File: src/rtl/load_store_unit_if.sv
// Bundles the request, data-memory and write-back signals of the load/store unit.
// master is the unit side; slave is the execute stage, memory and write-back side.
interface load_store_unit_if #(
  parameter int ADDR_W = 8,
  parameter int DATA_W = 8
);
  logic              req_valid;
  logic              req_ready;
  logic              req_is_store;
  logic [ADDR_W-1:0] req_base;
  logic [ADDR_W-1:0] req_offset;
  logic [DATA_W-1:0] req_wdata;
  logic [1:0]        req_rd;
  logic              mem_read;
  logic              mem_write;
  logic [ADDR_W-1:0] mem_addr;
  logic [DATA_W-1:0] mem_wdata;
  logic [DATA_W-1:0] mem_rdata;
  logic              wb_valid;
  logic              wb_ready;
  logic [1:0]        wb_rd;
  logic [DATA_W-1:0] wb_data;
  logic              busy;

  modport master (
    input  req_valid, req_is_store, req_base, req_offset, req_wdata, req_rd,
           mem_rdata, wb_ready,
    output req_ready, mem_read, mem_write, mem_addr, mem_wdata,
           wb_valid, wb_rd, wb_data, busy
  );

  modport slave (
    output req_valid, req_is_store, req_base, req_offset, req_wdata, req_rd,
           mem_rdata, wb_ready,
    input  req_ready, mem_read, mem_write, mem_addr, mem_wdata,
           wb_valid, wb_rd, wb_data, busy
  );
endinterface

File: src/rtl/load_store_unit.sv
// Single-outstanding load/store initiator: takes one request, computes base+offset,
// drives DataMemory for one (store) or MEM_LAT (load) cycles, then returns load data.
module load_store_unit #(
  parameter int ADDR_W  = 8,
  parameter int DATA_W  = 8,
  parameter int MEM_LAT = 1
) (
  input logic              clk,
  input logic              rst,
  load_store_unit_if.master bus
);
  localparam logic [1:0] IDLE   = 2'd0;
  localparam logic [1:0] ACCESS = 2'd1;
  localparam logic [1:0] WAIT   = 2'd2;
  localparam logic [1:0] RESP   = 2'd3;

  logic [1:0]        r_state;
  logic              r_is_store;
  logic [ADDR_W-1:0] r_addr;
  logic [DATA_W-1:0] r_wdata;
  logic [1:0]        r_rd;
  logic [DATA_W-1:0] r_wb_data;
  logic [2:0]        r_cnt;
  logic              w_idle;

  assign w_idle = (r_state == IDLE);

  always_ff @(posedge clk or posedge rst) begin
    if (rst) begin
      r_state    <= IDLE;
      r_is_store <= 1'b0;
      r_addr     <= '0;
      r_wdata    <= '0;
      r_rd       <= '0;
      r_wb_data  <= '0;
      r_cnt      <= '0;
    end else begin
      case (r_state)
        IDLE: if (bus.req_valid) begin
          r_is_store <= bus.req_is_store;
          r_addr     <= bus.req_base + bus.req_offset;  // carry out discarded
          r_wdata    <= bus.req_wdata;
          r_rd       <= bus.req_rd;
          r_state    <= ACCESS;
        end
        ACCESS: begin
          if (r_is_store) begin
            r_state <= IDLE;
          end else begin
            r_cnt <= 3'(MEM_LAT - 1);
            if (MEM_LAT == 1) begin
              r_wb_data <= bus.mem_rdata;
              r_state   <= RESP;
            end else begin
              r_state <= WAIT;
            end
          end
        end
        WAIT: begin
          if (r_cnt == 3'd1) begin
            r_wb_data <= bus.mem_rdata;
            r_state   <= RESP;
          end else begin
            r_cnt <= r_cnt - 3'd1;
          end
        end
        RESP: if (bus.wb_ready) r_state <= IDLE;
        default: r_state <= IDLE;
      endcase
    end
  end

  // Outputs decode straight from state so reset clears them without waiting for an edge.
  assign bus.req_ready = w_idle;
  assign bus.busy      = !w_idle;
  assign bus.mem_write = (r_state == ACCESS) && r_is_store;
  assign bus.mem_read  = ((r_state == ACCESS) && !r_is_store) || (r_state == WAIT);
  assign bus.mem_addr  = w_idle ? '0 : r_addr;
  assign bus.mem_wdata = w_idle ? '0 : r_wdata;
  assign bus.wb_valid  = (r_state == RESP);
  assign bus.wb_rd     = r_rd;
  assign bus.wb_data   = r_wb_data;
endmodule
File: src/flat_wrapper.sv
// flat-port wrapper written by rule: the top's interface ports become plain ports
module load_store_unit_flat 
#(
  parameter int ADDR_W  = 8,
  parameter int DATA_W  = 8,
  parameter int MEM_LAT = 1
)
  (clk, rst, bus_req_valid, bus_req_is_store, bus_req_base, bus_req_offset, bus_req_wdata, bus_req_rd, bus_mem_rdata, bus_wb_ready, bus_req_ready, bus_mem_read, bus_mem_write, bus_mem_addr, bus_mem_wdata, bus_wb_valid, bus_wb_rd, bus_wb_data, bus_busy);
  load_store_unit_if #(.ADDR_W(ADDR_W), .DATA_W(DATA_W)) bus_i ();
  input logic clk;
  input logic rst;
  input wire logic [$bits(bus_i.req_valid)-1:0] bus_req_valid;
  input wire logic [$bits(bus_i.req_is_store)-1:0] bus_req_is_store;
  input wire logic [$bits(bus_i.req_base)-1:0] bus_req_base;
  input wire logic [$bits(bus_i.req_offset)-1:0] bus_req_offset;
  input wire logic [$bits(bus_i.req_wdata)-1:0] bus_req_wdata;
  input wire logic [$bits(bus_i.req_rd)-1:0] bus_req_rd;
  input wire logic [$bits(bus_i.mem_rdata)-1:0] bus_mem_rdata;
  input wire logic [$bits(bus_i.wb_ready)-1:0] bus_wb_ready;
  output wire logic [$bits(bus_i.req_ready)-1:0] bus_req_ready;
  output wire logic [$bits(bus_i.mem_read)-1:0] bus_mem_read;
  output wire logic [$bits(bus_i.mem_write)-1:0] bus_mem_write;
  output wire logic [$bits(bus_i.mem_addr)-1:0] bus_mem_addr;
  output wire logic [$bits(bus_i.mem_wdata)-1:0] bus_mem_wdata;
  output wire logic [$bits(bus_i.wb_valid)-1:0] bus_wb_valid;
  output wire logic [$bits(bus_i.wb_rd)-1:0] bus_wb_rd;
  output wire logic [$bits(bus_i.wb_data)-1:0] bus_wb_data;
  output wire logic [$bits(bus_i.busy)-1:0] bus_busy;
  assign bus_i.req_valid = bus_req_valid;
  assign bus_i.req_is_store = bus_req_is_store;
  assign bus_i.req_base = bus_req_base;
  assign bus_i.req_offset = bus_req_offset;
  assign bus_i.req_wdata = bus_req_wdata;
  assign bus_i.req_rd = bus_req_rd;
  assign bus_i.mem_rdata = bus_mem_rdata;
  assign bus_i.wb_ready = bus_wb_ready;
  assign bus_req_ready = bus_i.req_ready;
  assign bus_mem_read = bus_i.mem_read;
  assign bus_mem_write = bus_i.mem_write;
  assign bus_mem_addr = bus_i.mem_addr;
  assign bus_mem_wdata = bus_i.mem_wdata;
  assign bus_wb_valid = bus_i.wb_valid;
  assign bus_wb_rd = bus_i.wb_rd;
  assign bus_wb_data = bus_i.wb_data;
  assign bus_busy = bus_i.busy;
  load_store_unit #(.ADDR_W(ADDR_W), .DATA_W(DATA_W), .MEM_LAT(MEM_LAT)) u_core (.clk(clk), .rst(rst), .bus(bus_i));
endmodule
File: config.mk
export PLATFORM = sky130hd
export DESIGN_NAME = load_store_unit_flat
export DESIGN_NICKNAME = d
export VERILOG_FILES = /design/src/rtl/load_store_unit_if.sv /design/src/rtl/load_store_unit.sv /design/src/flat_wrapper.sv
export SDC_FILE = /design/constraint.sdc
export NUM_CORES = 1
export LEC_CHECK = 0
export CORE_MARGIN = 2
export CORE_UTILIZATION = 47
export CTS_CLUSTER_DIAMETER = 80
export DETAILED_ROUTE_END_ITERATION = 8
export GPL_TIMING_DRIVEN = 0
export PLACE_DENSITY = 0.82
export SLEW_MARGIN = 20
export SYNTH_ARGS = -nofsm -noshare
export SYNTH_HDL_FRONTEND = slang
export SYNTH_SLANG_ARGS = --single-unit
File: constraint.sdc
create_clock -name clk -period 3.3 [get_ports clk]
set_input_delay 0.33 -clock clk [delete_from_list [all_inputs] [get_ports clk]]
set_output_delay 0.33 -clock clk [all_outputs]
set_load 0.05 [all_outputs]
======== Word level (Yosys, flattened, before mapping) ========
Cells that the tools add are included.
Widths: inputs -> output; s select.
operators by class
  muxes and demuxes ....................... 13
  eq/ne operators ......................... 9
  reduce and logical (&&, ||, !) cells .... 11
  add/subtract/negate cells ............... 2
operators by type and width
  cell                 number
  $mux 8               4
  $pmux 8 s2           1
  $reduce_and 3->1     3
  $add 8x8->8          1
  $mux 2               4
  $ne 2x2->1 const B   4
  $pmux 2 s4           1
  $mux 3               2
  $pmux 3 s2           1
  $eq 2x2->1 const B   2
  $eq 3x1->1 const B   1
  $sub 3x1->3 const B  1
  $eq 2x1->1 const B   1
  $logic_and 1x1->1    2
  $logic_not 1->1      2
  $logic_not 2->1      1
  $ne 2x1->1 const B   1
  $reduce_and 2->1     1
  $reduce_bool 2->1    1
  $logic_or 1x1->1     1
word-level totals
  output and inout port bits .............. 31
  word-level logic and storage cells ...... 42
  input bits .............................. 39
  register bits ........................... 32

======== Depth between registers and ports, before layout ========
Gate-level depths: netlist of run 1.
  word-level depth ........................ 3
  gate-level depth with buffers ........... 7
  gate-level depth less buffers ........... 6

======== Least setup slack after synthesis of run 1 ========
No wires, ideal clock.
  kind .................................... register to output
  from .................................... reg u_core.r_state[0]
  to ...................................... out bus_mem_addr[0]
  data required time ...................... 2.970 ns
  path buffers ............................ 2
  stages on the path, launching flop included .. 6
  setup slack ............................. 0.941 ns
  data arrival time ....................... 2.029 ns
  path through ............................ dfrtp_1 -> inv_1 -> ha_1 -> buf_2 -> clkbuf_1 -> nor2b_1
between the ends
  word-level cells in the longest chain between the ends .. 2
ends and longest elaborated chain
  element                 line                   source
  start, declared         load_store_unit.sv:17  logic [1:0] r_state;
  start signal, assigned  load_store_unit.sv:30  r_state <= IDLE;
  start signal, assigned  load_store_unit.sv:44  r_state <= ACCESS;
  start signal, assigned  load_store_unit.sv:48  r_state <= IDLE;
  $logic_not 2->1         load_store_unit.sv:26  assign w_idle = (r_state == IDLE);
  net bus_req_ready       flat_wrapper.sv:20     output wire logic [$bits(bus_i.req_ready)-1:0] bus_req_ready;
  $mux 8                  load_store_unit.sv:78  assign bus.mem_addr = w_idle ? '0 : r_addr;
  end, declared           flat_wrapper.sv:23     output wire logic [$bits(bus_i.mem_addr)-1:0] bus_mem_addr;
The timed path passes the listed nets, and every way through them passes these cells.

======== Final worst setup path of run 1 ========
  from .................................... reg u_core.r_state[0]
  to ...................................... out bus_mem_addr[5]
between the ends
  word-level cells in the longest chain between the ends .. 2
ends and longest elaborated chain
  element          line
  $logic_not 2->1  load_store_unit.sv:26
  $mux 8           load_store_unit.sv:78
Every way passes these cells.

==> metrics.yaml, run 1 <==
run_status:
  status: "finished clean"
clock_tree:
  clock_latency_ns: 0.28
  clock-sinks: 32
  holdBufCountCts: 0
  cts_htree_levels: 2
  cts_setup_buffers: 0
  cts_resized: 0
  root_buffer: "clkbuf_8"
  clk_pin_slew_worst_paths_ns: 0.07
  cts_made_buffers: 5
  clock_path_buffers: 2
  cts_tree: "built"
setup_path:
  cp-end-kind: "primary output"
  critPathLaunchType: "flop"
  crit_required_ns: 2.97
  cp.arrival_ns: 2.55
  crit_fanout: 10
  crit_type: "flop to primary output"
sta:
  max_freq_mhz: 347.7
  rsz0062_at_grt: "false"
  drv_slew: 0
  relSlewSlack_pct: 55.23
  setup_viol: 0
  setup_tns_ns: 0
  worst_slew_pin_slew_ns: 0.6706
  fin_crit_sh_pct: 87.15
  hold_viol: 0
  final.min_clock_period_ns: 2.876
  finClkSkew_ns: 0.007250
detailed_routing:
  drt-initial-drc-count: 45
  num_vias: 1447
  ant_nets: 0
  drt_wl_total_mm: 4.088
  wl_per_cell_um: 14.50
  drcViolationCount: 0
  via_per_inst: 5.131
  firstDrtPassIters: 4
synthesis:
  ys.flop_type: "dfrtp_1"
  seq_area_frac_synth_pct: 44.72
  synth_nets: 211
  ys_types: 40
  synth_fa_ha_area_share_pct: 10.90
  synthSimpleGateAreaFrac_pct: 12.86
  syn-cell-area_um2: 1790
  muxShareOfSynthArea_pct: 14.61
  synthXorXnorAreaFrac_pct: 1.957
  async_flop_share_pct: 100.0
  synth_edf_count: 0
  synth_top_family_by_area: "multiplexers"
  syn_inst: 157
  synth_compound_gate_area_share_pct: 11.88
  avgSynthCellArea_um2: 11.40
  yosys_register_bits: 32
  yosysWarnings: 0
power:
  ir_worst_vdd_v: 0.0006909
  swShare_pct: 48.52
  pwr-share-clk_pct: 12.4
  power.density_nw_per_um2: 1122
  leakage_uw: 0.001147
  p_switching_uw: 1444
  p_int_uw: 1532
  pwr-share-seq_pct: 22.7
  combPwrFrac_pct: 64.8
layout:
  antenna_cells: 0
  nFillCells: 289
  final_layout_size_suffix_gt1_share_pct: 8.974
  final_area_um2: 2653
  layout_common_cells: "clkdlybuf4s50_1, dfrtp_1, mux2_1, nor2b_1, ha_1"
  final_common_cell: "clkdlybuf4s50_1"
  synthToLayoutAreaGrowth_pct: 48.15
  nNetsFinal: 287
place:
  io_buffers: 69
  gp_congestion: 0.9724
  dp_hpwl_mm: 3.287
  postPlaceCellArea_um2: 2541
floorplanning:
  die_x_um: 65.72
  die_area_um2: 4319
  start_util_pct: 48.91
  fp-row-count: 22
  ios: 70
  die_height_um: 65.72
  coreArea_um2: 3661
global_route:
  track_usage_pct: 21.13
  antenna_found_initial: 0
  gr-total-overflow: 0
  grt_pass1_wl_mm: 6.879
  grt_max_degree: 33
  grt_pass1_vias: 1549
flow_run:
  drv_cap: 0
hold_path:
  hp-class: "primary input to async pin"
==> cells in the mapped netlist, drive strengths merged, types with 2 or more instances <==
cell / count / area, um^2
o21ai: 4 / 20.02
mux2: 22 / 251.5
a21o: 2 / 15.01
nor2b: 17 / 106.4
a22o: 3 / 26.28
nand3: 3 / 15.01
clkbuf: 2 / 7.510
nand2: 11 / 41.29
xnor2: 3 / 26.28
inv: 9 / 33.78
nand2b: 2 / 20.02
buf: 2 / 10.01
o22ai: 2 / 12.51
o21a: 2 / 15.01
a21oi: 7 / 46.30
dfrtp: 32 / 800.8
ha: 14 / 175.2
nor2: 2 / 7.510
==> cell type report <==
type                    instances  area, um^2  area share, %
multi-input cells             111       934.6          35.24
flip-flops and latches         32       800.8          30.19
repair buffers                 69       690.7          26.04
clock buffers                   5       68.82          2.594
well taps                      48       60.06          2.264
clock inverters                 3       42.54          1.604
inverters                      10       37.54          1.415
plain buffers                   4       17.52         0.6604
==> path summary, 6_finish.rpt <==
check | cells after the start | slack [ns] | endpoint | from
hold reg to reg | 2 | 0.47 | u_core.r_addr[5] | u_core.r_addr[5]
max in group asynchronous | 2 | 2.40 | u_core.r_is_store | rst
min in group clk | 2 | 0.47 | u_core.r_addr[5] | u_core.r_addr[5]
setup / recovery | 6 | 0.42 | bus_mem_addr[5] | u_core.r_state[0]
setup reg to reg | 6 | 1.37 | u_core.r_state[1] | u_core.r_state[0]
hold / removal | 2 | 0.46 | u_core.bus.wb_data[0] | rst
==> state kept, by name (all words and copies together) (netlist names) <==
register / flops
u_core.r_wdata: 8
u_core.r_cnt: 3
u_core.r_addr: 8
u_core.r_state: 2
u_core.r_is_store: 1
u_core.bus.wb_data: 8
u_core.bus.wb_rd: 2
==> power groups by stage <==
| stage | logic (uW) | clock network, uW | registers, uW |
|---|---|---|---|
| after floorplan | 1130 | 0 | 884 |
| after global placement | 1890 | 0 | 670 |
| after detailed placement | 1940 | 0 | 685 |
| after CTS | 1950 | 382 | 676 |
| after global routing | 2040 | 398 | 701 |
| final | 1930 | 370 | 677 |
==> stage by stage <==
step           hold slack [ns]  total power, uW  worst slack (ns)  instances  util [%]
4_1_cts                 0.4797             3005            0.4084        282     72.45
3_3_place_gp            0.4600             2559            0.7916        274     69.41
3_5_place_dp            0.4649             2623            0.7351        274     69.41
6_report                0.4609             2977            0.4242        282     72.45
2_1_floorplan           0.4407             2018            0.9410        157         -
5_1_grt                 0.5101             3139            0.2847        282     72.45
==> critical path, stage by stage (launching register included) <==
cell             delay [ns]
dfrtp_1                0.43
inv_1                  0.14
ha_1                   0.22
buf_2                  0.24
clkbuf_1               0.41
nor2b_1                0.11
clkdlybuf4s50_1        0.72
==> layer usage <==
metal	GRT usage [%]	vias up	part of all wire, %
met5	0	-	0
met4	7.292	0	1.7
met3	4.966	6	5.7
met2	39.27	46	54
met1	23.24	695	39
li1	-	700	-
==> kinds of logic (layout without fill, tap and decap cells) <==
family	Yosys count	count (layout)
DFF	32	32
xor gates and xnor gates	4	4
and+or+nand+nor	41	41
muxes	23	23
AOI/OAI and AO/OA	28	28
adders and majority gates	15	15
buffers and inverters	14	91
Power figures use the tool's default switching activity.
==> run 2, diff against run 1 <==
Settings changed: CORE_MARGIN 2 to not set, CORE_UTILIZATION 47 to 50, DONT_BUFFER_PORTS set to 1, PLACE_DENSITY 0.82 to 0.62.
==> metrics.yaml, run 2 (synthesis results as in run 1) <==
run_status:
  status: "finished clean"  # unchanged
layout:
  nNetsFinal: 219  # was 287
  synthToLayoutAreaGrowth_pct: 7.058  # was 48.15%
  nFillCells: 313  # was 289
  final_layout_size_suffix_gt1_share_pct: 11.45  # was 8.974%
  final_area_um2: 1917  # was 2653 um^2
  final_common_cell: "dfrtp_1"  # was clkdlybuf4s50_1
  antenna_cells: 0  # unchanged
  layout_common_cells: "dfrtp_1, mux2_1, nor2b_1"  # was clkdlybuf4s50_1, dfrtp_1, mux2_1, nor2b_1, ha_1
  fin_cells: 212  # was 282
floorplanning:
  die_x_um: 61.84  # was 65.72 um
  fp-row-count: 21  # was 22
  die_height_um: 61.84  # was 65.72 um
  coreArea_um2: 3390  # was 3661 um^2
  die_area_um2: 3824  # was 4319 um^2
  start_util_pct: 52.82  # was 48.91%
  ios: 70  # unchanged
global_route:
  gr-total-overflow: 0  # unchanged
  grt_pass1_wl_mm: 4.933  # was 6.879 mm
  antenna_found_initial: 0  # unchanged
  grt_pass1_vias: 1109  # was 1549
  grt_max_degree: 33  # unchanged
  track_usage_pct: 18.44  # was 21.13%
setup_path:
  crit_buf_inv: 3  # was 4
  path_cells: "inv_1, ha_1, buf_2, clkbuf_1, nor2b_1"  # was inv_1, ha_1, buf_2, clkbuf_1, nor2b_1, clkdlybuf4s50_1
  critPathTopFamily: "simple AND/OR/NAND/NOR gates"  # was buffers and inverters
  critPathLaunchType: "flop"  # unchanged
  cp-end-kind: "primary output"  # unchanged
  crit_type: "flop to primary output"  # unchanged
  crit_required_ns: 2.97  # about the same
  crit_path_top_delay_cell: "nor2b_1"  # was clkdlybuf4s50_1
  slowest_delay_ns: 0.82  # was 0.72 ns
  crit_fanout: 10  # unchanged
  cp.arrival_ns: 2.62  # was 2.55 ns
clock_tree:
  cts_htree_levels: 2  # unchanged
  cts_resized: 0  # unchanged
  clk_pin_slew_worst_paths_ns: 0.10  # was 0.07 ns
  cts_tree: "built"  # unchanged
  cts_setup_buffers: 0  # unchanged
  cts_made_buffers: 5  # unchanged
  clock_path_buffers: 2  # unchanged
  clock_latency_ns: 0.33  # was 0.28 ns
  root_buffer: "clkbuf_4"  # was clkbuf_8
  clock-sinks: 32  # unchanged
sta:
  drv_slew: 0  # unchanged
  setup_tns_ns: 0  # unchanged
  fin_crit_sh_pct: 89.31  # was 87.15%
  relSlewSlack_pct: 33.31  # was 55.23%
  rsz0062_at_grt: "false"  # unchanged
  finClkSkew_ns: 0.01071  # was 0.007250 ns
  setup_viol: 0  # unchanged
  worst_slew_pin_slew_ns: 0.9984  # was 0.6706 ns
  final.min_clock_period_ns: 2.947  # was 2.876 ns
  hold_viol: 0  # unchanged
  max_freq_mhz: 339.3  # was 347.7 MHz
detailed_routing:
  via_per_inst: 5.571  # was 5.131
  firstDrtPassIters: 4  # unchanged
  met3_wirelength_um: 173  # was 232 um
  highest_layer: "met4"  # unchanged
  num_vias: 1181  # was 1447
  drcViolationCount: 0  # unchanged
  wl_per_cell_um: 15.33  # was 14.50 um
  drt_wl_total_mm: 3.251  # was 4.088 mm
  drt-met1-wl_mm: 1.313  # was 1.585 mm
  wl_met2_mm: 1.729  # was 2.202 mm
  ant_nets: 0  # unchanged
  drt-initial-drc-count: 26  # was 45
place:
  dp.cells: 203  # was 274
  gp_congestion: 0.7468  # was 0.9724
  dp_hpwl_mm: 2.529  # was 3.287 mm
  postPlaceCellArea_um2: 1848  # was 2541 um^2
  io_buffers: 0  # was 69
hold_path:
  hp-class: "primary input to flop"  # was primary input to async pin
flow_run:
  drv_cap: 0  # unchanged
## run 2: final timing paths
path / start / to / slack, ns / depth (start not counted)
setup / recovery: u_core.r_state[0] / bus_mem_addr[3] / 0.35 / 5
hold / removal: bus_mem_rdata[2] / u_core.bus.wb_data[2] / 0.13 / 1
setup reg to reg: u_core.r_state[1] / u_core.r_wdata[2] / 1.05 / 5
hold reg to reg: u_core.r_addr[2] / u_core.r_addr[2] / 0.48 / 2
max in group asynchronous: rst / u_core.r_addr[0] / 2.33 / 2
min in group asynchronous: rst / u_core.bus.wb_data[2] / 0.54 / 2
## run 2: layout make-up
class / count / area [um^2] / share of cell area, %
tap: 46 / 57.56 / 3.003
inverter: 10 / 37.54 / 1.958
buffer: 4 / 17.52 / 0.9138
multi-input combinational: 111 / 934.6 / 48.76
timing repair buffer: 1 / 10.01 / 0.5222
sequential: 32 / 800.8 / 41.78
clock buffer: 8 / 58.81 / 3.068
## run 2: per-layer routing
metal | up-vias | global-route usage, %
li1 | 565 | -
met1 | 577 | 21.59
met2 | 35 | 30.41
met3 | 4 | 6.418
met4 | 0 | 8.571
met5 | - | 0
## run 2: worst reg2reg max path, delay by kind of cell (launching register included)
family	cells	cell delay [ns]
and+or+nand+nor	1	0.39
buffers and inverters	2	0.44
DFF	1	0.44
muxes	1	0.34
adders and majority gates	1	0.52
## run 2: timing repair
action	CTS	global route
hold buffers	1	0
hold endpoints to repair	32	0
endpoints found under the setup margin	0	0
## run 2: stage by stage
step | setup slack (ns) | hold slack [ns] | utilization (%)
after floorplan | 0.9410 | 0.4407 | -
after global placement | 0.7240 | 0.4642 | 54.52
after detailed placement | 0.7022 | 0.3494 | 54.52
after CTS | 0.3200 | 0.1226 | 56.55
after global routing | 0.1640 | 0.09961 | 56.55
final | 0.3529 | 0.1331 | 56.55
Power of run 2 is left out: the tool's default activity adds up to more than one toggle a clock period on the data nets, which glitch-free logic cannot reach.
